==> config.mk <==
export PLATFORM = sky130hd
export DESIGN_NAME = fetch_queue
export DESIGN_NICKNAME = d
export VERILOG_FILES = /design/src/rtl/fetch_queue.sv
export SDC_FILE = /design/constraint.sdc
export NUM_CORES = 1
export LEC_CHECK = 0
export CORE_MARGIN = 1
export CORE_UTILIZATION = 55
export CTS_BUF_LIST = sky130_fd_sc_hd__clkbuf_4
export DETAILED_ROUTE_END_ITERATION = 10
export PLACE_DENSITY = 0.79
export SYNTH_ARGS = -nofsm -noshare
export SYNTH_HDL_FRONTEND = slang
export SYNTH_SLANG_ARGS = --single-unit
==> constraint.sdc <==
create_clock -name clock -period 3.8 [get_ports clock]
set_input_delay 0.38 -clock clock [delete_from_list [all_inputs] [get_ports clock]]
set_output_delay 0.38 -clock clock [all_outputs]
set_load 0.1 [all_outputs]
==> src/rtl/fetch_queue.sv <==
// fetch_queue: circular buffer of {pc, inst} pairs between the fetch and decode stages.
//
// Parameters
//   XLEN  : width of the PC and instruction fields
//   DEPTH : number of entries (power of two, >= 2)
//
// Ports
//   clock     in   rising-edge clock
//   reset     in   asynchronous, active-high reset
//   in_valid  in   fetch presents {in_pc, in_inst}
//   in_pc     in   PC of the fetched instruction
//   in_inst   in   fetched instruction code
//   in_ready  out  a push is accepted this cycle (drives fetch pc_write)
//   flush     in   discard all entries (redirect)
//   out_valid out  head entry is valid for decode
//   out_pc    out  PC of the head entry (0 when empty)
//   out_inst  out  instruction of the head entry (0 when empty)
//   out_ready in   decode consumes the head this cycle
//   count     out  number of stored entries
//
// Build option
//   FETCH_QUEUE_BYPASS_EN : when the queue is empty, forward in_* straight to
//   out_* in the same cycle. If decode takes it, the entry is never written.
module fetch_queue #(
  parameter int XLEN  = 32,
  parameter int DEPTH = 4
) (
  input  logic                     clock,
  input  logic                     reset,
  input  logic                     in_valid,
  input  logic [XLEN-1:0]          in_pc,
  input  logic [XLEN-1:0]          in_inst,
  output logic                     in_ready,
  input  logic                     flush,
  output logic                     out_valid,
  output logic [XLEN-1:0]          out_pc,
  output logic [XLEN-1:0]          out_inst,
  input  logic                     out_ready,
  output logic [$clog2(DEPTH):0]   count
);

  localparam int PW = $clog2(DEPTH);
  localparam int CW = PW + 1;

  logic [XLEN-1:0] r_pc   [DEPTH];
  logic [XLEN-1:0] r_inst [DEPTH];
  logic [PW-1:0]   r_rd, r_wr;
  logic [CW-1:0]   r_count;

  logic w_full, w_empty, w_byp, w_push, w_pop;

  assign w_full  = (r_count == CW'(DEPTH));
  assign w_empty = (r_count == '0);

  // reset term holds in_ready low while reset is asserted, independent of clock
  assign in_ready = !w_full && !flush && !reset;

`ifdef FETCH_QUEUE_BYPASS_EN
  assign w_byp = w_empty && in_valid && !flush && !reset;
`else
  assign w_byp = 1'b0;
`endif

  // a bypassed entry consumed in the same cycle never lands in storage
  assign w_push = in_valid && in_ready && !(w_byp && out_ready);
  assign w_pop  = !w_empty && out_ready && !flush;

`ifdef FETCH_QUEUE_BYPASS_EN
  assign out_valid = !w_empty || w_byp;
  assign out_pc    = w_byp ? in_pc   : (w_empty ? '0 : r_pc[r_rd]);
  assign out_inst  = w_byp ? in_inst : (w_empty ? '0 : r_inst[r_rd]);
`else
  assign out_valid = !w_empty;
  assign out_pc    = w_empty ? '0 : r_pc[r_rd];
  assign out_inst  = w_empty ? '0 : r_inst[r_rd];
`endif

  assign count = r_count;

  // DEPTH is a power of two, so pointer increments wrap naturally
  always_ff @(posedge clock or posedge reset) begin
    if (reset) begin
      r_rd    <= '0;
      r_wr    <= '0;
      r_count <= '0;
    end else if (flush) begin
      r_rd    <= '0;
      r_wr    <= '0;
      r_count <= '0;
    end else begin
      if (w_push) r_wr <= r_wr + PW'(1);
      if (w_pop)  r_rd <= r_rd + PW'(1);
      case ({w_push, w_pop})
        2'b10:   r_count <= r_count + CW'(1);
        2'b01:   r_count <= r_count - CW'(1);
        default: r_count <= r_count;
      endcase
    end
  end

  // storage is not reset and survives flush; only pointers/count are cleared
  always_ff @(posedge clock) begin
    if (w_push) begin
      r_pc[r_wr]   <= in_pc;
      r_inst[r_wr] <= in_inst;
    end
  end

endmodule
After elaboration in Yosys (flattened, before gate mapping). Memories as Yosys holds them, arrays and structs flattened. Index checks and enable logic that the tools add are counted.

Memories: 2. Logic and storage cells: 35. Memory bits (writable): 256. Register bits after elaboration: 7. Input bits: 69.

Memory list: r_inst (depth 4, width 32, rd ports 1, clocked after memory_dff 0, write ports 1, RTL line 46) `logic [XLEN-1:0] r_inst [DEPTH];`; r_pc (depth 4, width 32, rd ports 1, clocked after memory_dff 0, write ports 1, RTL line 45) `logic [XLEN-1:0] r_pc [DEPTH];`.

Equal/unequal tests: 3. Add/subtract/negate cells: 4. Multiplexer cells: 10. Reduce and logical (&&, ||, !) cells: 13.

Operator list (count): 32-bit 2-to-1 mux (2); 2-bit 2-to-1 mux (4); 3-bit case mux with 2 select lines (1); 1-bit logical AND (5); 2-bit by 1-bit adder with 2-bit output (second input constant) (2); 1-bit logical NOT (4); 2-bit nonzero test (2); 3-bit by 1-bit adder with 3-bit output (second input constant) (1); 3-bit == test (second input constant) (1); 3-bit logical NOT (1); 3-bit 2-to-1 mux (1); 3-bit nonzero test (1); 3-bit by 1-bit subtractor with 3-bit output (second input constant) (1); 2-bit by 1-bit == test with 1-bit output (second input constant) (1); 2-bit == test (second input constant) (1); 1-bit 2-to-1 mux (2).

Longest topological paths before layout.
Depth after elaboration: 8. Depth in mapped cells: 8.

Least setup slack after synthesis. Ideal clock, no wire load.

Path kind: register -> output. From: register r_count[1] (netlist: count[1]). To: output in_ready. Buffers on the path: 0. Data arrival time: 3237 ps. Slack: 183 ps. Cell stages (with the launch flop): 3. Cells stage by stage: dfrtp_1 nor3b_2 nor3_1.

Longest elaborated chain between the ends: 4.

Ends and longest elaborated chain: start, declared (RTL line 48) `logic [CW-1:0] r_count;`; start signal, assigned (RTL line 94) `2'b10: r_count <= r_count + CW'(1);`; start signal, assigned (RTL line 95) `2'b01: r_count <= r_count - CW'(1);`; start signal, assigned (RTL line 96) `default: r_count <= r_count;`; 3-bit == test (RTL line 52) `assign w_full = (r_count == CW'(DEPTH));`; 1-bit logical NOT (RTL line 56) `assign in_ready = !w_full && !flush && !reset;`; 1-bit logical AND (2 in series) (RTL line 56); end, declared (RTL line 33) `output logic in_ready,`.

No other way between the ends.

Worst setup path in the final report.
From: register r_count[0] (netlist: count[0]). To: output out_valid.

Longest elaborated chain between the ends: 2.

Ends and longest elaborated chain: 3-bit logical NOT (RTL line 53) `assign w_empty = (r_count == '0);`; 1-bit logical NOT (RTL line 73) `assign out_valid = !w_empty;`; end, declared (RTL line 35) `output logic out_valid,`.

No other way between the ends.

==> results.txt <==
Status -> finished, final reports clean
Input/output buffers -> 137
Critical path startpoint category -> register
Max Slew Vio Count -> 0
TritonCTS clock tree -> done
Synthesis-to-layout area growth -> 22.5%
ANT cells -> 0
Net count, final -> 718
Seq/Total Area, Yosys -> 0.773
Worst-Skew Late Latency -> 0.66 ns
Yosys warnings -> 0
Top achievable clock speed -> 329 MHz
Relative slew slack -> 0.335
Worst Hold Class -> primary input to register
DIE AREA -> 19000 um^2
# setup viols final -> 0
Max FO, Critical Path -> 7
Post-CTS Resized -> 0
Crit-path cells -> or3_2, clkdlybuf4s50_1
Data arrival, critical path -> 2.66 ns
CTS clk-pin slew, worst paths -> 0.07 ns
Die width -> 138 um
Slowest CP cell -> clkdlybuf4s50_1
Hold Vio Cnt, Final -> 0
Dpl hpwl -> 11400 um
Ys async rst share -> 0.0266
Global-route wire length before repair -> 28200 um
IO Pins -> 138
Worst Tran Pin Value -> 0.998 ns
WL/cell -> 20.3 um
Met2 wire length -> 9490 um
Core area -> 18000 um^2
Max stage delay on crit path -> 0.99 ns
Cells after Synth -> 454
Cts hold-fix bufs -> 1
GRT overflow -> 0
Met3 wire length -> 1340 um
Synth unique cells -> 28
Setup TNS Final -> 0 ns
Postcts setup bufs -> 0
Number of DRC markers in iteration 0 -> 380
Max-cap violation count -> 0
Global-route usage over all layers -> 0.203
DR top layer -> met4
Top cells by count, synth -> edfxtp_1 (256), and2_1 (68), mux4_2 (64)
DR pass1 iterations -> 5
Mapped cell area -> 10200 um^2
Register bit total from synthesis -> 263
Prevailing post-synth register cell -> edfxtp_1
Fraction of layout cells with a size suffix above 1 -> 0.350
CP required -> 3.42 ns
Vert. Die Dim -> 138 um
Largest net degree at the start of global routing -> 66
Area contributors post-synth -> edfxtp_1 (76%), mux4_2 (14%), and2_1 (4.2%), dfrtp_1 (1.7%), buf_6 (0.55%)
Dominant cell type by area after synthesis -> edfxtp_1
Syn nets -> 528
Setup CP Type -> register to output port
Vias in the first global route -> 5413
Crit path capture type -> output port
Period utilisation layout -> 0.801
Share of the synthesized area in the top cell type -> 0.756
Met1 wire length -> 7600 um
CTS sink cnt -> 263
Number of flops mapped to enable cells by yosys -> 256
Routability cong. -> 0.711
RSZ-0062 raised after global routing -> false
Vias -> 5083
Final min period -> 3.04 ns
Clock root cell -> clkbuf_4
Antenna viol nets, final -> 0
Num rows -> 49
TritonCTS Buffers -> 60
Vias per cell -> 5.51
Initial Util -> 0.564
Initial antenna violation count -> 0
Mapped Avg Cell Area -> 22.4 um^2
DRC errors left -> 0
Longest Clk Path Bufs -> 3
Final wirelength -> 18700 um
Clock skew -> 0.0200 ns
Top-count cell post-synth -> edfxtp_1
H-tree levels -> 2
==> metrics by stage <==
step	std cells	util	hold WS [ns]	instance area (um^2)	setup slack [ns]
3_5_place_dp	810	0.648	0.595	11700	0.610
2_1_floorplan	454	-	0.183	10200	0.183
5_1_grt	923	0.691	0.312	12500	0.593
4_1_cts	923	0.691	0.316	12500	0.668
3_3_place_gp	810	0.648	0.569	11700	0.733
6_report	923	0.691	0.366	12500	0.756
==> worst paths after layout <==
path / cells past startpoint / from / slack [ns] / endpoint
max: 2 / count[0] / 0.76 / out_valid
min: 1 / in_inst[26] / 0.37 / r_inst[1][26]
max reg2reg: 5 / count[0] / 1.37 / r_inst[3][24]
min reg2reg: 2 / r_wr[1] / 0.61 / r_wr[1]
max in group asynchronous: 3 / reset / 2.99 / r_rd[0]
min in group asynchronous: 3 / reset / 0.56 / count[0]
==> worst max-delay path, delay by kind of cell (launching register included) <==
kind | cells | cell delay, ns
DFF | 1 | 0.50
buffers and inverters | 1 | 0.99
and+or+nand+nor | 1 | 0.52
==> cell families (layout without fill, tap and decap cells) <==
kind of cell / Yosys count / after routing / synth area share
DFF: 263 / 263 / 0.773
and+or+nand+nor: 86 / 86 / 0.0520
muxes: 68 / 68 / 0.146
buffers and inverters: 26 / 266 / 0.0143
adders and majority gates: 5 / 5 / 0.00689
xor gates and xnor gates: 4 / 4 / 0.00418
AOI/OAI and AO/OA: 2 / 2 / 0.00332
==> sequential cells by signal, indices dropped and copies added, names as in the netlist <==
signal and flops:
r_wr 2, count 3, r_rd 2, r_pc 128
r_inst 128
==> per-layer routing <==
metal  up-vias  GRT usage
met3        29     0.0534
met2       218      0.335
li1       2264          -
met4         0     0.0694
met5         -          0
met1      2572      0.263
==> placed cells by master, fill, tap and decap left out, types with 2 or more instances in the layout <==
cell / synthesis / layout
mux2i_1: 2 / 2
clkdlybuf4s50_1: 0 / 72
nor2b_1: 3 / 3
buf_4: 1 / 75
mux4_2: 64 / 64
xor2_1: 2 / 2
clkinv_2: 0 / 4
ha_1: 4 / 4
clkinv_1: 0 / 23
nor2_1: 6 / 6
dfrtp_1: 7 / 5
dfrtp_4: 0 / 2
nand2b_1: 2 / 2
nor3_1: 2 / 2
buf_12: 0 / 3
edfxtp_1: 256 / 256
and2_4: 0 / 4
and2_1: 68 / 64
inv_1: 3 / 3
clkbuf_4: 0 / 84
==> cell type report <==
class	count	area (um^2)
Clock buffer	84	631
Tap cell	229	287
Fill cell	1155	5560
Clock inverter	28	136
Multi-Input combinational cell	165	2170
Sequential cell	263	7870
Inverter	3	11.3
Timing Repair Buffer	151	1350
Power is left out: the tool's default activity adds up to more than one toggle a clock period on the data nets, which glitch-free logic cannot reach.
